[config.mk]
export PLATFORM = sky130hd
export DESIGN_NAME = hdmi_timing_selector
export DESIGN_NICKNAME = d
export VERILOG_FILES = /design/src/rtl/hdmi_timing_selector.sv
export SDC_FILE = /design/constraint.sdc
export NUM_CORES = 1
export LEC_CHECK = 0
export CELL_PAD_IN_SITES_DETAIL_PLACEMENT = 0
export CELL_PAD_IN_SITES_GLOBAL_PLACEMENT = 1
export CORE_MARGIN = 2
export CORE_UTILIZATION = 41
export CTS_CLUSTER_SIZE = 28
export DETAILED_ROUTE_END_ITERATION = 6
export PLACE_DENSITY_LB_ADDON = 0.1
export RECOVER_POWER = 50
export SLEW_MARGIN = 40
export SYNTH_ARGS = -nofsm -noshare
export SYNTH_HDL_FRONTEND = slang
export SYNTH_SLANG_ARGS = --single-unit
[constraint.sdc]
create_clock -name clk_pixel -period 4.5 [get_ports clk_pixel]
set_input_delay 0.45 -clock clk_pixel [delete_from_list [all_inputs] [get_ports clk_pixel]]
set_output_delay 0.45 -clock clk_pixel [all_outputs]
set_load 0.03 [all_outputs]
[src/rtl/hdmi_timing_selector.sv]
// hdmi_timing_selector: one shared raster counter driving cx/cy, syncs and de for up to three CEA timings.
// Latency: every output is registered and decoded from the cx/cy it is presented with (0 cycles relative).
// No backpressure; mode changes land only on a frame boundary. Macro TIMING_MUTE_EN adds post-switch de mute.
module hdmi_timing_selector #(
  parameter int NUM_MODES    = 2,
  parameter int DEFAULT_MODE = 0,
  parameter int MUTE_FRAMES  = 2,
  parameter int MW           = (NUM_MODES > 1) ? $clog2(NUM_MODES) : 1,
  // Timing table, entry i lives in slice [i]. Defaults: [0] VIC2 480p, [1] VIC17 576p, [2] VIC1 VGA.
  parameter logic [2:0][10:0] H_TOTAL_T  = {11'd800, 11'd864, 11'd858},
  parameter logic [2:0][10:0] H_ACTIVE_T = {11'd640, 11'd720, 11'd720},
  parameter logic [2:0][10:0] H_FP_T     = {11'd16,  11'd12,  11'd16},
  parameter logic [2:0][10:0] H_SW_T     = {11'd96,  11'd64,  11'd62},
  parameter logic [2:0][9:0]  V_TOTAL_T  = {10'd525, 10'd625, 10'd525},
  parameter logic [2:0][9:0]  V_ACTIVE_T = {10'd480, 10'd576, 10'd480},
  parameter logic [2:0][9:0]  V_FP_T     = {10'd10,  10'd5,   10'd9},
  parameter logic [2:0][9:0]  V_SW_T     = {10'd2,   10'd5,   10'd6}
) (
  input  logic          clk_pixel,
  input  logic          reset,
  input  logic [MW-1:0] mode_req,
  output logic [10:0]   cx,
  output logic [9:0]    cy,
  output logic          hsync,
  output logic          vsync,
  output logic          de,
  output logic          frame_start,
  output logic [MW-1:0] active_mode,
  output logic          switching
);

  // Reject configurations the table and port widths cannot represent.
  if (NUM_MODES < 1 || NUM_MODES > 3 || DEFAULT_MODE < 0 || DEFAULT_MODE >= NUM_MODES ||
      MUTE_FRAMES < 1 || MUTE_FRAMES > 15) begin : g_bad_cfg
    $error("hdmi_timing_selector: parameter out of range");
  end

  localparam logic [MW:0]   NUM_M = NUM_MODES[MW:0];
  localparam logic [MW-1:0] DEF_M = DEFAULT_MODE[MW-1:0];

  typedef enum logic [1:0] {
    IDLE,
    PENDING
`ifdef TIMING_MUTE_EN
    ,
    MUTE
`endif
  } state_t;

  state_t        state;
  logic [MW-1:0] target;
  logic          first;   // set by reset so the first running cycle presents 0,0

`ifdef TIMING_MUTE_EN
  localparam logic [3:0] MUTE_N = MUTE_FRAMES[3:0];
  logic [3:0]    mute_cnt;
`endif

  logic [1:0]    act_i;
  logic [1:0]    nxt_i;
  logic [10:0]   ht_a;
  logic [9:0]    vt_a;
  logic [10:0]   nxt_cx;
  logic [9:0]    nxt_cy;
  logic [10:0]   hs_beg;
  logic [10:0]   hs_end;
  logic [9:0]    vs_beg;
  logic [9:0]    vs_end;
  logic          last_px;
  logic          frame_nxt;
  logic          req_ok;
  logic [MW-1:0] pend_tgt;
  logic          go;
  logic [MW-1:0] mode_nxt;
  logic          mute_nxt;

  // Next raster position, switch decision and the decode window of the mode that owns the next pixel.
  always_comb begin
    act_i   = 2'(active_mode);
    ht_a    = H_TOTAL_T[act_i];
    vt_a    = V_TOTAL_T[act_i];
    last_px = !first && (cx == ht_a - 11'd1) && (cy == vt_a - 10'd1);

    nxt_cx = '0;
    nxt_cy = '0;
    if (!first) begin
      if (cx == ht_a - 11'd1) begin
        nxt_cx = '0;
        nxt_cy = (cy == vt_a - 10'd1) ? 10'd0 : cy + 10'd1;
      end else begin
        nxt_cx = cx + 11'd1;
        nxt_cy = cy;
      end
    end
    frame_nxt = (nxt_cx == 11'd0) && (nxt_cy == 10'd0);

    // A valid request sampled this cycle overrides the latched target, including on the boundary cycle.
    req_ok   = ({1'b0, mode_req} < NUM_M);
    pend_tgt = req_ok ? mode_req : target;
    go       = (state == PENDING) && last_px && (pend_tgt != active_mode);
    mode_nxt = go ? pend_tgt : active_mode;
    nxt_i    = 2'(mode_nxt);

    hs_beg = H_ACTIVE_T[nxt_i] + H_FP_T[nxt_i];
    hs_end = hs_beg + H_SW_T[nxt_i];
    vs_beg = V_ACTIVE_T[nxt_i] + V_FP_T[nxt_i];
    vs_end = vs_beg + V_SW_T[nxt_i];

`ifdef TIMING_MUTE_EN
    // Muted from the switch wrap until the frame_start on which the count expires.
    mute_nxt = go || ((state == MUTE) && !(frame_nxt && (mute_cnt == 4'd1)));
`else
    mute_nxt = 1'b0;
`endif
  end

  // Raster counters and the outputs decoded from the same position.
  always_ff @(posedge clk_pixel) begin
    if (reset) begin
      first       <= 1'b1;
      cx          <= '0;
      cy          <= '0;
      hsync       <= 1'b1;
      vsync       <= 1'b1;
      de          <= 1'b0;
      frame_start <= 1'b0;
    end else begin
      first       <= 1'b0;
      cx          <= nxt_cx;
      cy          <= nxt_cy;
      hsync       <= !((nxt_cx >= hs_beg) && (nxt_cx < hs_end));
      vsync       <= !((nxt_cy >= vs_beg) && (nxt_cy < vs_end));
      de          <= (nxt_cx < H_ACTIVE_T[nxt_i]) && (nxt_cy < V_ACTIVE_T[nxt_i]) && !mute_nxt;
      frame_start <= frame_nxt;
    end
  end

  // Mode-change FSM: latch a request, switch on the last pixel of the frame, optionally mute after.
  always_ff @(posedge clk_pixel) begin
    if (reset) begin
      state       <= IDLE;
      active_mode <= DEF_M;
      target      <= DEF_M;
      switching   <= 1'b0;
`ifdef TIMING_MUTE_EN
      mute_cnt    <= '0;
`endif
    end else begin
      case (state)
        IDLE: begin
          if (req_ok && (mode_req != active_mode)) begin
            target    <= mode_req;
            state     <= PENDING;
            switching <= 1'b1;
          end
        end
        PENDING: begin
          if (req_ok && (mode_req == active_mode)) begin
            // Request withdrawn before the boundary: no timing change.
            state     <= IDLE;
            switching <= 1'b0;
          end else if (go) begin
            active_mode <= pend_tgt;
            target      <= pend_tgt;
`ifdef TIMING_MUTE_EN
            state       <= MUTE;
            mute_cnt    <= MUTE_N;
`else
            state       <= IDLE;
            switching   <= 1'b0;
`endif
          end else if (req_ok) begin
            target <= mode_req;
          end
        end
`ifdef TIMING_MUTE_EN
        MUTE: begin
          // Requests are ignored here and picked up again once back in IDLE.
          if (frame_nxt) begin
            if (mute_cnt == 4'd1) begin
              state     <= IDLE;
              switching <= 1'b0;
              mute_cnt  <= '0;
            end else begin
              mute_cnt <= mute_cnt - 4'd1;
            end
          end
        end
`endif
        default: begin
          state <= IDLE;
        end
      endcase
    end
  end

endmodule

==> results of run 1 <==
[logic make-up (layout without fill, tap and decap cells)]
group | Yosys count | after routing | share of synthesized area
and+or+nand+nor | 117 | 117 | 0.331
DFF | 28 | 28 | 0.274
buffers and inverters | 23 | 42 | 0.0476
AOI/OAI and AO/OA | 48 | 48 | 0.183
muxes | 2 | 2 | 0.00977
adders and majority gates | 15 | 15 | 0.0916
xor gates and xnor gates | 15 | 15 | 0.0641
[path summary, 6_finish.rpt]
check	startpoint	endpoint	cells past startpoint
max	cx[3]	vsync	10
min	cy[0]	cy[0]	2
max reg2reg	cx[3]	vsync	10
min reg2reg	cy[0]	cy[0]	2
[cells in the final DEF (no fill, tap or decap), types with 3 or more instances in the layout]
cell type / netlist / layout
a211oi_1: 5 / 5
and2_1: 5 / 4
and3_1: 5 / 5
clkbuf_8: 0 / 4
clkdlybuf4s50_1: 0 / 4
dfxtp_1: 28 / 28
dlygate4sd3_1: 0 / 25
ha_1: 15 / 15
inv_1: 5 / 5
nand2_1: 14 / 14
nand2b_1: 4 / 4
nand3_1: 8 / 8
nand4_1: 7 / 7
nand4bb_1: 3 / 3
nor2_1: 23 / 23
nor2b_1: 4 / 4
nor3_1: 13 / 13
nor3b_1: 3 / 3
nor4_1: 12 / 12
o21ai_0: 6 / 6
o31a_1: 8 / 8
or3_1: 3 / 3
xnor2_1: 8 / 8
xor2_1: 7 / 7
[layer usage]
layer	up-vias	GRT usage
met2	57	0.283
met4	0	0.0397
met5	-	0
met1	899	0.345
li1	983	-
met3	2	0.0281
[registers in the layout, summed over array words and instances (netlist names)]
signal,count
hsync,1
de,1
cx,11
frame_start,1
vsync,1
cy,10
first,1
active_mode,1
state,1
[stage by stage]
stage	power (mW)	cell area (sq um)	hold slack [ps]	setup WS, ps	std cells
after floorplan	0.279	2050	478	1180	248
final	0.447	2420	595	925	334
after global routing	0.465	2420	635	531	334
after detailed placement	0.292	2370	584	918	330
after global placement	0.293	2370	580	1020	330
after CTS	0.456	2420	602	879	334
[cell usage after synthesis (3+ instances only)]
| library cell | number | area share |
|---|---|---|
| clkbuf_1 | 11 | 0.020 |
| nor4_1 | 12 | 0.037 |
| nand2b_1 | 4 | 0.012 |
| nand3_1 | 8 | 0.020 |
| o31a_1 | 8 | 0.034 |
| and2_1 | 5 | 0.015 |
| nor2b_1 | 4 | 0.012 |
| xor2_1 | 7 | 0.030 |
| o21ai_0 | 6 | 0.015 |
| buf_2 | 3 | 0.0073 |
| nor3_1 | 13 | 0.032 |
| inv_1 | 5 | 0.0092 |
| and3_1 | 5 | 0.015 |
| nand2_1 | 14 | 0.026 |
| nor3b_1 | 3 | 0.011 |
| xnor2_1 | 8 | 0.034 |
| a211oi_1 | 5 | 0.018 |
| dfxtp_1 | 28 | 0.27 |
| nand4_1 | 7 | 0.021 |
| nand4bb_1 | 3 | 0.016 |
| or3_1 | 3 | 0.0092 |
| ha_1 | 15 | 0.092 |
| nor2_1 | 23 | 0.042 |
[power breakdown]
group | switching [mW] | internal, mW
Combinational | 0.0194 | 0.0112
Sequential | 0.00388 | 0.251
Clock | 0.0838 | 0.0786
[layout make-up]
cell class,instances,area (sq um),share of cell area
well taps,67,83.8,0.0347
clock buffers,4,55.1,0.0228
multi-input cells,197,1390,0.575
repair buffers,31,302,0.125
flip-flops and latches,28,561,0.232
inverters,7,26.3,0.0109
[worst max-delay path, delay by kind of cell, from the launching register on]
kind | cells | cell delay [ps]
AO/OA/AOI/OAI | 3 | 550
XOR/XNOR | 1 | 250
adder cells (fa/ha/maj) | 1 | 310
flip-flops | 1 | 560
AND/OR/NAND/NOR | 5 | 1780
==> results.sh, run 1 <==
export IMPL_outcome="complete, no violations"
export IMPL_synth_cell_types=58
export IMPL_grt_pass1_wl_mm=9.07
export IMPL_setup_viol=0
export IMPL_drive_gt1_frac=0.0412
export IMPL_ys_seq_area_frac=0.274
export IMPL_synth_flop_cell="dfxtp_1"
export IMPL_diodes=0
export IMPL_dieArea_sq_mm=0.00558
export IMPL_top_layer_used="met4"
export IMPL_power_density_mw_per_mm2=185
export IMPL_numCtsBuffers=3
export IMPL_wirelength_mm=5.35
export IMPL_die_h_um=74.7
export IMPL_worst_setup_path_type="flip-flop to flip-flop"
export IMPL_leakage_nw=0.930
export IMPL_cts_setup_buffers=0
export IMPL_crit_slowest_cell="dfxtp_1"
export IMPL_vias=1941
export IMPL_synth_warnings=0
export IMPL_clock_path_buffers=2
export IMPL_critPathRequiredTime_ps=4660
export IMPL_worstMarginPinSlew_ps=730
export IMPL_cts_hold_buf=0
export IMPL_final_util=0.505
export IMPL_path_max_fanout=20
export IMPL_wl_met3_um=229
export IMPL_port_buffers=29
export IMPL_ir_drop_mv=0.126
export IMPL_routedLengthMet1_mm=2.91
export IMPL_cts_root_buffer="clkbuf_8"
export IMPL_finish_net_count=286
export IMPL_viasPerCell=5.81
export IMPL_die_w_um=74.7
export IMPL_drc=0
export IMPL_htreeDepth=1
export IMPL_period_needed_ps=3570
export IMPL_dr_pass1_iters=4
export IMPL_ios=30
export IMPL_cts_sinks=28
export IMPL_syn_nets=266
export IMPL_routed_wl_met2_mm=2.18
export IMPL_cts_resized_gates=0
export IMPL_synth_edff_count=0
export IMPL_ant_nets=0
export IMPL_std_cell_rows=25
export IMPL_finalHoldViolations=0
export IMPL_max_freq_ghz=0.280
export IMPL_rsz0062_at_grt="false"
export IMPL_hold_class="flip-flop to flip-flop"
export IMPL_r2r_slack_ps=930
export IMPL_cts_clk_slew_worst_paths_ps=100
export IMPL_syn_area_sq_mm=0.00205
export IMPL_grt_pass1_vias=1733
export IMPL_finClkSkew_ps=2.83
export IMPL_startpoint_type="flip-flop"
export IMPL_period_share=0.794
export IMPL_area_delta_synth_final_pct=18.0
export IMPL_gp_congestion=0.821
export IMPL_syn_inst=248
export IMPL_overflow=0
export IMPL_antenna_found_initial=0
export IMPL_tns_ps=0
export IMPL_cap_violations=0
export IMPL_clock_latency_ps=280
export IMPL_slew_headroom=0.513
export IMPL_start_util=0.428
export IMPL_cp_end_kind="flip-flop"
export IMPL_grt_usage=0.209
export IMPL_cp_cell_sequence="nor4bb_1 -> nand2_1 -> nor4_1 -> xnor2_1 -> nor2_1 -> ha_1 -> a21o_1 -> a211oi_1 -> and3b_1 -> o2111ai_1"
export IMPL_async_flop_share=0
export IMPL_grt_max_degree=22
export IMPL_core_area_sq_mm=0.00479
export IMPL_worst_endpoint_arrival_ps=3730
export IMPL_slew_viol_final=0
export IMPL_cts_tree="yes"
export IMPL_fillers=478
export IMPL_slowest_delay_ps=560
export IMPL_synth_avg_cell_area_sq_um=8.26
export IMPL_synth_seq_cells=28
export IMPL_drt_initial_drc_count=165
export IMPL_dp_hpwl_mm=4.00
export IMPL_wl_per_cell_um=16.0
Note: power is estimated with default switching activity, not from simulation.
==> run 2, diff against run 1 <==
CORE_UTILIZATION = 37   (was 41)
clock period = 3 ns   (was 4.5 ns; I/O delays follow)
==> run 2 against run 1 <==
  * Register-to-register slack worse by 870 ps
  * First-iteration DRC count down 34%
  * Total power increased by 48%
  * Sequential share of layout area shrank 2.9 points
  * Critical endpoint is now hsync
  * Fmax up 21%
  * Wire length rose by 15%
  * Utilization increased by 1.3 points
  * Final cell count rose by 12%
==> results.sh, run 2 (synthesized netlist as in run 1, its figures left out) <==
export IMPL_outcome="complete, no violations"
export IMPL_drive_gt1_frac=0.215
export IMPL_clock_path_buffers=2
export IMPL_ios=30
export IMPL_grt_usage=0.209
export IMPL_dp_hpwl_mm=4.75
export IMPL_core_area_sq_mm=0.00544
export IMPL_p_switching_mw=0.169
export IMPL_wl_per_cell_um=16.5
export IMPL_drc=0
export IMPL_power_internal_mw=0.494
export IMPL_rr_worst_depth=12
export IMPL_rsz0062_at_grt="true"
export IMPL_ant_nets=0
export IMPL_startpoint_type="flip-flop"
export IMPL_grt_pass1_vias=1896
export IMPL_grt_use_met3=0.0310
export IMPL_antenna_found_initial=0
export IMPL_cts_root_buffer="clkbuf_8"
export IMPL_port_buffers=29
export IMPL_setup_viol=0
export IMPL_overflow=0
export IMPL_p_seq_frac=0.569
export IMPL_hold_class="flip-flop to flip-flop"
export IMPL_htreeDepth=1
export IMPL_die_h_um=78.4
export IMPL_clock_latency_ps=290
export IMPL_use_met1=0.330
export IMPL_finalHoldViolations=0
export IMPL_diodes=0
export IMPL_fin_area_sq_mm=0.00282
export IMPL_leakage_nw=1.13
export IMPL_final_cell_mix="buf_4 (33), dfxtp_1 (22), dlygate4sd3_1 (22)"
export IMPL_slew_viol_final=0
export IMPL_dp_cells=363
export IMPL_r2r_start="cx[1]"
export IMPL_dieArea_sq_mm=0.00615
export IMPL_critPathRequiredTime_ps=3230
export IMPL_ir_drop_mv=0.160
export IMPL_grt_pass1_wl_mm=10.0
export IMPL_max_freq_ghz=0.340
export IMPL_numCtsBuffers=3
export IMPL_std_cell_rows=27
export IMPL_cts_tree="yes"
export IMPL_period_needed_ps=2950
export IMPL_dr_pass1_iters=4
export IMPL_switching_share=0.255
export IMPL_grtUsageMet2=0.282
export IMPL_largest_reg_flops=11
export IMPL_whs_endpoint="cx[0]"
export IMPL_wirelength_mm=6.17
export IMPL_worstMarginPinSlew_ps=801
export IMPL_r2r_end="hsync"
export IMPL_cts_sinks=28
export IMPL_r2r_slack_ps=50
export IMPL_grt_max_degree=18
export IMPL_fillers=512
export IMPL_min_delay_path_depth=2
export IMPL_viasPerCell=5.55
export IMPL_area_delta_synth_final_pct=37.6
export IMPL_largestRegisters="cx x11, cy x10"
export IMPL_regMostFlops="cx"
export IMPL_slew_headroom=0.466
export IMPL_worst_setup_path_type="flip-flop to flip-flop"
export IMPL_dpl_worst_slack_ps=-2.17
export IMPL_layout_commonest_cell="buf_4"
export IMPL_vias=2076
export IMPL_combPwrFrac=0.089
export IMPL_placed_area_sq_mm=0.00263
export IMPL_start_util=0.377
export IMPL_cp_end_kind="flip-flop"
export IMPL_p_clk_frac=0.342
export IMPL_hp_start="first"
export IMPL_fin_ws_ps=54.5
export IMPL_drt_initial_drc_count=109
export IMPL_grt_most_used_layer="met1"
export IMPL_cts_clk_slew_worst_paths_ps=110
export IMPL_cap_violations=0
export IMPL_stdcell_count=374
export IMPL_tns_ps=0
export IMPL_finish_net_count=321
export IMPL_die_w_um=78.4
export IMPL_finClkSkew_ps=11.4
export IMPL_worst_endpoint_arrival_ps=3180
export IMPL_gp_congestion=0.974
export IMPL_power_density_mw_per_mm2=235
export IMPL_period_share=0.982
export IMPL_path_max_fanout=6
-- run 2: power groups by stage --
stage	logic, mW	registers [mW]	clock network (mW)
after detailed placement	0.0596	0.386	0
after global routing	0.0639	0.378	0.249
after global placement	0.0606	0.386	0
final	0.0593	0.377	0.227
after floorplan	0.0244	0.394	0
after CTS	0.0610	0.377	0.234
-- run 2: timing repair --
action | CTS | global route
gates resized for setup | 4 | 12
setup endpoints to repair | 1 | 3
setup buffers | 6 | 1
endpoints found under the hold margin | 0 | 0
pin swaps | 4 | 15
hold buffers | 0 | 0
-- run 2: worst max-delay path by stage --
stage	from	to	depth (start not counted)
5_1_grt	cx[1]	hsync	12
2_1_floorplan	active_mode	vsync	11
6_report	cx[1]	hsync	12
3_3_place_gp	active_mode	vsync	11
4_1_cts	active_mode	vsync	10
3_5_place_dp	active_mode	vsync	11
-- run 2: routing by layer --
layer / vias to the layer above / wire length (um) / share of wire
met5: - / 0 / 0
li1: 1047 / - / -
met3: 6 / 251 / 0.041
met4: 0 / 77 / 0.012
met2: 37 / 2570 / 0.42
met1: 986 / 3270 / 0.53
-- run 2: cell type report --
cell class	count	area [sq um]	area share
Inverter	7	26.3	0.00932
Multi-Input combinational cell	197	1500	0.533
Clock buffer	4	45.0	0.0160
Sequential cell	28	571	0.202
Tap cell	72	90.1	0.0319
Timing Repair Buffer	66	584	0.207
-- run 2: stage by stage --
step / hold WS, ps / total power [mW] / util
final: 628 / 0.664 / 0.519
after global routing: 663 / 0.690 / 0.519
after CTS: 624 / 0.673 / 0.503
after detailed placement: 587 / 0.445 / 0.483
after global placement: 581 / 0.446 / 0.483
after floorplan: 328 / 0.418 / -
-- run 2: critical path, stage by stage, from the launching register on --
cell      delay, ps
dfxtp_2         350
or3_4           390
a211o_4         360
nor4_4          210
mux2i_2         390
inv_2           150
buf_6           150
ha_4            220
nand4_1          60
nor2_1           60
a221o_1         340
nand3_1          70
a21boi_2        140
==> run 3, diff against run 2 <==
==> constraint.sdc (replaced) <==
create_clock -name clk_pixel -period 3 [get_ports clk_pixel]
set_input_delay 0.9 -clock clk_pixel [delete_from_list [all_inputs] [get_ports clk_pixel]]
set_output_delay 0.9 -clock clk_pixel [all_outputs]
set_load 0.03 [all_outputs]
==> run 3 against run 2 <==
  * Combinational power grew 2%
  * Final cell count is the same
  * Worst hold slack worse by 35 ps
  * First-iteration DRC count is 50% higher
  * Final area up 1.6%
  * Clock skew decreased by 8.8 ps
  * Register-to-register slack about the same
==> results.sh, run 3 (synthesized netlist as in run 1, its figures left out) <==
export IMPL_outcome="complete, no violations"
export IMPL_grt_usage=0.208
export IMPL_ant_nets=0
export IMPL_dr_pass1_iters=4
export IMPL_final_cell_mix="buf_4 (31), clkdlybuf4s50_1 (28), nor2_1 (23), dfxtp_1 (23), nand2_1 (14)"
export IMPL_ir_drop_mv=0.173
export IMPL_numCtsBuffers=3
export IMPL_leakage_nw=1.07
export IMPL_gp_congestion=0.854
export IMPL_fin_area_sq_mm=0.00287
export IMPL_setup_viol=0
export IMPL_core_area_sq_mm=0.00544
export IMPL_cap_violations=0
export IMPL_crit_slowest_cell="mux2i_4"
export IMPL_clock_path_buffers=2
export IMPL_r2r_start="active_mode"
export IMPL_layout_commonest_cell="buf_4"
export IMPL_cts_tree="yes"
export IMPL_startpoint_type="flip-flop"
export IMPL_path_max_fanout=6
export IMPL_grt_pass1_wl_mm=10.1
export IMPL_placed_area_sq_mm=0.00265
export IMPL_startpoint="active_mode"
export IMPL_worst_setup_path_type="flip-flop to flip-flop"
export IMPL_cp_cell_sequence="or3_4 -> a211o_4 -> nor4_4 -> mux2i_4 -> inv_4 -> ha_4 -> a21o_1 -> a211oi_2 -> and3b_1 -> o2111ai_1"
export IMPL_cts_clk_slew_worst_paths_ps=100
export IMPL_cts_hold_buf=0
export IMPL_grt_pass1_vias=1937
export IMPL_grt_max_degree=21
export IMPL_port_buffers=29
export IMPL_finalHoldViolations=0
export IMPL_critPathRequiredTime_ps=3160
export IMPL_drive_gt1_frac=0.222
export IMPL_finish_net_count=321
export IMPL_ios=30
export IMPL_p_total_mw=0.681
export IMPL_worstMarginPinSlew_ps=521
export IMPL_hold_class="flip-flop to flip-flop"
export IMPL_die_h_um=78.4
export IMPL_htreeDepth=1
export IMPL_vias=2078
export IMPL_dp_cells=366
export IMPL_max_freq_ghz=0.340
export IMPL_diodes=0
export IMPL_wirelength_mm=6.27
export IMPL_die_w_um=78.4
export IMPL_slew_headroom=0.652
export IMPL_slowest_delay_ps=420
export IMPL_hp_start="cx[0]"
export IMPL_drt_initial_drc_count=163
export IMPL_cts_sinks=28
export IMPL_period_needed_ps=2940
export IMPL_std_cell_rows=27
export IMPL_dp_hpwl_mm=4.83
export IMPL_slew_viol_final=0
export IMPL_drc=0
export IMPL_clock_latency_ps=280
export IMPL_finClkSkew_ps=2.54
export IMPL_largest_reg_flops=11
export IMPL_viasPerCell=5.56
export IMPL_area_delta_synth_final_pct=39.9
export IMPL_cp_end_kind="flip-flop"
export IMPL_antenna_found_initial=0
export IMPL_dpl_worst_slack_ps=1.54
export IMPL_worst_endpoint_arrival_ps=3100
export IMPL_stdcell_count=374
export IMPL_start_util=0.377
export IMPL_overflow=0
export IMPL_dieArea_sq_mm=0.00615
export IMPL_wl_per_cell_um=16.8
export IMPL_regMostFlops="cx"
export IMPL_final_util=0.527
export IMPL_rsz0062_at_grt="true"
export IMPL_fin_ws_ps=58.6
export IMPL_cts_root_buffer="clkbuf_8"
export IMPL_period_share=0.980
export IMPL_power_density_mw_per_mm2=238
export IMPL_largestRegisters="cx x11, cy x10"
run 3: cell types whose count changed in the layout (fill, tap and decap cells not counted), moves of 2 or more:
cell / before / now
buf_4: 33 / 31
clkdlybuf4s50_1: 7 / 28
dlygate4sd3_1: 22 / 1
ha_1: 13 / 10
ha_4: 2 / 4
nor2_1: 21 / 23
nor2_2: 2 / 0
nor4_2: 0 / 2
nor4_4: 3 / 1
run 3: where the power goes:
group | total [mW] | internal (mW) | switching (mW) | leakage, nW
Clock | 0.244 | 0.118 | 0.126 | 0.0288
Combinational | 0.0602 | 0.0242 | 0.0360 | 0.811
Sequential | 0.377 | 0.375 | 0.00183 | 0.230
Total | 0.681 | 0.517 | 0.164 | 1.07
run 3: metrics by stage:
step           setup TNS [ps]  hold WS [ps]
4_1_cts                     0           596
3_5_place_dp                0           578
2_1_floorplan               0           580
3_3_place_gp                0           559
6_report                    0           592
5_1_grt                  -125           614
run 3: area by class of cell:
| cell class | count | area [sq um] |
|---|---|---|
| Tap cell | 72 | 90.1 |
| Multi-Input combinational cell | 197 | 1530 |
| Inverter | 7 | 28.8 |
| Sequential cell | 28 | 569 |
| Clock buffer | 4 | 55.1 |
| Fill cell | 540 | 2570 |
| Timing Repair Buffer | 66 | 593 |
run 3: worst paths after layout:
path                            cells after the start  slack, ps     to
worst min-delay path                                2        590  cx[0]
worst max-delay path                               10         60  vsync
worst min register to register                      2        590  cx[0]
worst max register to register                     10         60  vsync
run 3: metal layers:
metal / track usage / share of wire / up-vias
met1: 0.335 / 0.53 / 973
met5: 0 / 0 / -
met2: 0.293 / 0.41 / 57
li1: - / - / 1043
met3: 0.0195 / 0.054 / 5
met4: 0.0474 / 0.0094 / 0
run 3: worst max-delay path: cells and delay by family, from the launching register on:
kind | cells | cell delay, ps
adder cells (fa/ha/maj) | 1 | 230
AO/OA/AOI/OAI | 4 | 870
flip-flops | 1 | 350
buffers and inverters | 1 | 120
AND/OR/NAND/NOR | 3 | 820
multiplexers | 1 | 420
run 3: repair_timing:
action,in CTS,in global routing
gates resized for setup,0,21
endpoints found under the hold margin,0,0
pin swaps,0,3
endpoints found under the setup margin,1,2
buffers inserted,1,3
gates cloned,0,0
